[src/rtl/mem_port_arbiter.sv]
// Two-port memory arbiter: an instruction-fetch port and a data port share one
// single-ported memory. Round-robin on ties, fixed MEM_LAT access cycles,
// followed by a one-cycle DONE state that pulses the winner's ack.
module mem_port_arbiter #(
  parameter int unsigned MEM_LAT = 1,
  parameter int unsigned DW      = 32
) (
  input  logic          clk,
  input  logic          rst,
  input  logic          if_req,
  input  logic [DW-1:0] if_adr,
  output logic          if_ack,
  output logic [DW-1:0] if_rdata,
  input  logic          d_req,
  input  logic          d_we,
  input  logic [DW-1:0] d_adr,
  input  logic [DW-1:0] d_wdata,
  output logic          d_ack,
  output logic [DW-1:0] d_rdata,
  output logic [DW-1:0] mem_adr,
  output logic [DW-1:0] mem_wdata,
  output logic          mem_read,
  output logic          mem_write,
  input  logic [DW-1:0] mem_rdata
);

  localparam int unsigned CW = 4;

  localparam logic [1:0] IDLE   = 2'd0;
  localparam logic [1:0] ACCESS = 2'd1;
  localparam logic [1:0] DONE   = 2'd2;

  localparam logic GRANT_I = 1'b0;
  localparam logic GRANT_D = 1'b1;

  localparam logic [CW-1:0] CNT_LOAD = CW'(MEM_LAT - 1);

  logic [1:0]    state_q, state_d;
  logic [CW-1:0] cnt_q, cnt_d;
  logic          last_grant_q, last_grant_d;
  logic          cur_d_q, cur_d_d;
  logic          we_q, we_d;

  logic          if_ack_d, d_ack_d;
  logic [DW-1:0] if_rdata_d, d_rdata_d;
  logic [DW-1:0] mem_adr_d, mem_wdata_d;
  logic          mem_read_d, mem_write_d;
  logic          grant_d_c;

  // Next-state, arbitration and registered-output values
  always_comb begin
    state_d      = state_q;
    cnt_d        = cnt_q;
    last_grant_d = last_grant_q;
    cur_d_d      = cur_d_q;
    we_d         = we_q;
    if_ack_d     = 1'b0;
    d_ack_d      = 1'b0;
    if_rdata_d   = if_rdata;
    d_rdata_d    = d_rdata;
    mem_adr_d    = mem_adr;
    mem_wdata_d  = mem_wdata;
    mem_read_d   = 1'b0;
    mem_write_d  = 1'b0;

    // Data wins when alone, or on a tie when fetch was served last
    grant_d_c = d_req && (!if_req || (last_grant_q == GRANT_I));

    case (state_q)
      IDLE: begin
        if (if_req || d_req) begin
          state_d      = ACCESS;
          cnt_d        = CNT_LOAD;
          last_grant_d = grant_d_c ? GRANT_D : GRANT_I;
          cur_d_d      = grant_d_c;
          if (grant_d_c) begin
            mem_adr_d   = d_adr;
            mem_wdata_d = d_wdata;
            we_d        = d_we;
          end else begin
            mem_adr_d   = if_adr;
            we_d        = 1'b0;
          end
          mem_read_d  = !we_d;
          // With a single access cycle the first one is also the last
          mem_write_d = we_d && (CNT_LOAD == '0);
        end
      end
      ACCESS: begin
        if (cnt_q == '0) begin
          state_d = DONE;
          if (!we_q) begin
            if (cur_d_q) d_rdata_d  = mem_rdata;
            else         if_rdata_d = mem_rdata;
          end
          if_ack_d = !cur_d_q;
          d_ack_d  = cur_d_q;
        end else begin
          cnt_d       = cnt_q - CW'(1);
          mem_read_d  = !we_q;
          mem_write_d = we_q && (cnt_q == CW'(1));
        end
      end
      DONE: begin
        state_d = IDLE;
      end
      default: begin
        state_d = IDLE;
      end
    endcase
  end

  // State and output registers; reset aborts any transaction in flight
  always_ff @(posedge clk or negedge rst) begin
    if (!rst) begin
      state_q      <= IDLE;
      cnt_q        <= '0;
      last_grant_q <= GRANT_I;
      cur_d_q      <= 1'b0;
      we_q         <= 1'b0;
      if_ack       <= 1'b0;
      d_ack        <= 1'b0;
      if_rdata     <= '0;
      d_rdata      <= '0;
      mem_adr      <= '0;
      mem_wdata    <= '0;
      mem_read     <= 1'b0;
      mem_write    <= 1'b0;
    end else begin
      state_q      <= state_d;
      cnt_q        <= cnt_d;
      last_grant_q <= last_grant_d;
      cur_d_q      <= cur_d_d;
      we_q         <= we_d;
      if_ack       <= if_ack_d;
      d_ack        <= d_ack_d;
      if_rdata     <= if_rdata_d;
      d_rdata      <= d_rdata_d;
      mem_adr      <= mem_adr_d;
      mem_wdata    <= mem_wdata_d;
      mem_read     <= mem_read_d;
      mem_write    <= mem_write_d;
    end
  end

endmodule

[config.mk]
export PLATFORM = sky130hd
export DESIGN_NAME = mem_port_arbiter
export DESIGN_NICKNAME = d
export VERILOG_FILES = /design/src/rtl/mem_port_arbiter.sv
export SDC_FILE = /design/constraint.sdc
export NUM_CORES = 1
export LEC_CHECK = 0
export BUFFER_PORTS_ARGS = -buffer_cell sky130_fd_sc_hd__buf_2
export CAP_MARGIN = 20
export CORE_MARGIN = 1
export CORE_UTILIZATION = 47
export CTS_CLUSTER_DIAMETER = 30
export DETAILED_ROUTE_END_ITERATION = 10
export PLACE_DENSITY = 0.84
export SYNTH_ARGS = -nofsm -noshare
export SYNTH_HDL_FRONTEND = slang
export SYNTH_SLANG_ARGS = --single-unit
[constraint.sdc]
create_clock -name clk -period 2.6 [get_ports clk]
set_input_delay 0.13 -clock clk [delete_from_list [all_inputs] [get_ports clk]]
set_output_delay 0.13 -clock clk [all_outputs]
set_load 0.01 [all_outputs]
# Yosys cells after proc, flatten, opt, wreduce, memory -nomap -nowiden
# Index checks and enable logic that the tools add are counted.
# totals
regBits,141
word_cells,60
output_inout_bits,132
in_bits,133
# classes
addsub,1
reduce_logical,17
eq_ne,5
muxes,21
bitwise,3
# ops
cell,n
$mux 32,1
$mux 1,12
$mux 4,2
$pmux 4 s2,1
$reduce_and 4->1,2
$ne 2x2->1 const B,3
$reduce_and 3->1,2
$eq 4x1->1 const B,1
$logic_not 1->1,4
$logic_not 4->1,1
$mux 2,2
$pmux 1 s2,2
$pmux 2 s2,1
$reduce_and 2->1,2
$sub 4x1->4 const B,1
$not 1->1,3
$eq 2x1->1 const B,1
$logic_and 1x1->1,2
$logic_not 2->1,1
$logic_or 1x1->1,2
$reduce_bool 2->1,1

# Depth between registers and ports, before layout
# logic_depth
depth_word,9
mapped_depth,7
ltp_nobuf,5

# Worst setup path after synthesis
# OpenSTA, ideal clock, no wires.
# synth_path
kind,flip-flop to flip-flop
startpoint,register cnt_q[0]
endpoint,register if_rdata[0]
path_slack_ps,404
path_stages_with_launch,8
arrival_time_ps,2071
t_required_ps,2475
setup_ps,125
period_less_slack_ps,2196
path_buffers,2
path_cell_list,dfrtp_1 -> inv_1 -> ha_1 -> or3b_4 -> or4_4 -> buf_6 -> buf_12 -> mux2_4
# synth_between
elab_chain_cells,2
# synth_lines
item,line_no,source
start: declaration,39,"logic [CW-1:0] cnt_q, cnt_d;"
start signal: assignment,131,cnt_q <= cnt_d;
$logic_not 4->1,90,if (cnt_q == '0) begin
$reduce_and 4->1 (no line),--,
end signal: assignment,137,if_rdata <= if_rdata_d;
end: declaration,13,"output logic [DW-1:0] if_rdata,"
# Every way passes these cells.
# A chain may end at the register's enable or synchronous reset.

# Worst setup path after layout
# layout_path
startpoint,register cnt_q[0]
endpoint,register if_rdata[31]
# Same word-level chain as after synthesis.

==> results.py <==
metrics = {
    "outcome": {
        "status": "finished, final reports clean",
    },
    "yosys": {
        "yosysTopAreaCell": "dfrtp_1",
        "yosys.area.top_type_share_pct": 60.9,
        "ys.flop_type": "dfrtp_1",
        "ys_types": 39,
        "avgSynthCellArea_um2": 13.2,
        "synth_area_um2": 5750,
        "ys_top_cells_by_count": "dfrtp_1, nand2_1, mux2_2, a21oi_1, a31oi_1",
        "ys_async_sr_fraction_pct": 100,
        "synth.net_count": 571,
        "synthesis.instances": 435,
        "ys_top_cells_by_area": "dfrtp_1, mux2_2, mux2_4",
        "synth-warning-count": 0,
        "ys_seq_area_share_pct": 60.9,
        "ys_ff_latch": 140,
        "yosysMostFrequentCell": "dfrtp_1",
        "synth-edff-count": 0,
    },
    "timing": {
        "finalCriticalPeriod_ns": 2.43,
        "hold_slack_ns": 0.0844,
        "fmax_mhz": 411,
        "fin_setup_tns_ns": 0,
        "hold_violations": 0,
        "slew_violations": 0,
        "rsz0062_at_grt": "no",
        "setup_viol": 0,
        "tightest_slew_ns": 0.768,
        "fin_crit_sh_pct": 93.5,
        "maxSlewHeadroom_pct": 48.8,
        "final.setup_skew_ns": 0.0127,
    },
    "final_layout": {
        "layout.nets": 963,
        "areaGrowthSynthToFinish_pct": 57.5,
        "final_layout_size_suffix_gt1_share_pct": 48.2,
        "antenna_cells": 0,
        "fill_cells": 717,
    },
    "die": {
        "coreArea_um2": 12000,
        "start_util_pct": 48.1,
        "die_x_um": 113,
        "chipHeight_um": 113,
        "fp-row-count": 40,
        "die-area_um2": 12700,
        "io_pins": 265,
    },
    "grt": {
        "first_global_vias": 5471,
        "grt_usage_pct": 27.9,
        "antenna_found_initial": 1,
        "grt_max_degree": 88,
        "grt_pass1_wl_um": 27000,
        "grt_overflow": 0,
    },
    "worst_setup_path": {
        "slowest_stage": "or4_4",
        "cp_top_family": "simple AND/OR/NAND/NOR gates",
        "reg2reg_slack_ns": 0.17,
        "max_stage_delay_ns": 0.79,
        "r2r_end": "if_rdata[31]",
        "worst-endpoint-arrival_ns": 2.73,
        "crit_path_end_kind": "flop",
        "reg2reg_from": "cnt_q[0]",
        "required_ns": 2.90,
        "path_class": "reg2reg",
        "cp_num_buf_inv": 1,
        "path_max_fanout": 32,
        "cp-start-kind": "flop",
        "crit_path_start": "cnt_q[0]",
        "crit_chain": "inv_1, ha_1, or3b_4, or4_4, mux2_4",
        "reg2reg_depth": 5,
    },
    "cts": {
        "cts_tree": "yes",
        "clock_sinks": 140,
        "clkLatencyLatePin_ns": 0.42,
        "cts_setup_buffers": 0,
        "cts.repair.resized": 0,
        "cts_buffers": 17,
        "cts.reportedPaths.clkPinSlew_ns": 0.06,
        "h-tree-depth": 4,
        "cts_max_path_buffers": 2,
        "cts_root_buf": "clkbuf_16",
        "ctsHoldBuffers": 130,
    },
    "detailed_routing": {
        "drt_pass1_iterations": 5,
        "via_count": 5195,
        "dr.first_iter.drc_count": 320,
        "wl_um": 17200,
        "ant_nets": 0,
        "routedWlPerCell_um": 17.4,
        "drc_errors": 0,
        "viasPerCell": 5.26,
    },
    "worst_hold_path": {
        "hold_path_class": "in2reg",
        "min_from": "if_req",
        "min_to": "last_grant_q",
        "whs_path_depth": 4,
    },
    "run": {
        "cap_violations": 0,
    },
    "placed_design": {
        "port-buffer-count": 264,
        "dp_hpwl_um": 9650,
        "place_congestion": 0.843,
    },
    "pwr": {
        "ir_drop_mv": 0.610,
        "p_per_area_nw_per_um2": 1210,
        "p_leak_uw": 0.00441,
    },
}
## worst min-delay path, cell delays in order
cell	delay (ns)
buf_2	0.12
a21boi_2	0.06
nand2_1	0.09
nand2_1	0.05
## report_power, final
group | total [uW] | internal [uW] | switching [uW]
combinational | 4670 | 2520 | 2140
clock | 2390 | 1450 | 941
sequential | 3910 | 3270 | 646
## placed cells by master (no fill, tap or decap), drive strengths merged, types with 5 or more instances in the layout
cell type,netlist,routed
a21oi,32,32
a31oi,32,32
buf,5,270
inv,3,5
dfrtp,140,140
mux2,96,96
dlygate4sd3,0,130
nand2,69,69
clkbuf,22,20
## metal layers
| layer | share of wire, % | track usage (%) | vias up |
|---|---|---|---|
| met3 | 6.7 | 7.07 | 68 |
| met1 | 37 | 29.0 | 2530 |
| met4 | 4.2 | 16.3 | 0 |
| met2 | 53 | 50.9 | 279 |
| li1 | - | - | 2318 |
| met5 | 0 | 0 | - |
## flip-flops by register name, summed over array words and instances (netlist names)
| name | cells |
|---|---|
| mem_write | 1 |
| d_rdata | 32 |
| last_grant_q | 1 |
| mem_read | 1 |
| we_q | 1 |
| state_q | 2 |
| mem_wdata | 32 |
| d_ack | 1 |
| cnt_q | 4 |
| mem_adr | 32 |
| if_rdata | 32 |
| if_ack | 1 |
## kinds of logic after synthesis
| group | Yosys count | share of synthesized area [%] |
|---|---|---|
| muxes | 97 | 20.9 |
| AOI/OAI and AO/OA | 77 | 7.96 |
| DFF | 140 | 60.9 |
| and+or+nand+nor | 88 | 6.59 |
| buffers and inverters | 30 | 2.94 |
| adders and majority gates | 3 | 0.653 |
## cell type report
type,count,area (um^2),area share [%]
clock inverters,12,139,1.53
inverters,3,11.3,0.124
repair buffers,400,2690,29.7
multi-input cells,265,2090,23.0
well taps,147,184,2.03
flip-flops and latches,140,3500,38.7
clock buffers,20,447,4.93
## how the worst max path moves through the flow
stage	to	slack (ns)	cells after the start
floorplan	if_rdata[0]	0.40	7
global placement	if_rdata[20]	0.26	5
detailed placement	if_rdata[12]	0.18	5
CTS	if_rdata[12]	0.16	5
global route	if_rdata[24]	0.09	5
finish	if_rdata[31]	0.17	5
## per-stage QoR
stage	cells	instance area (um^2)	total power (uW)	util (%)	setup WS, ns
after floorplan	435	5750	6310	-	0.404
after global placement	825	7170	7680	59.9	0.262
after detailed placement	825	7170	7890	59.9	0.177
after CTS	987	9060	10900	75.7	0.162
after global routing	987	9060	11500	75.7	0.0907
final	987	9060	11000	75.7	0.170
No activity file was read; power rests on OpenSTA's default activity.
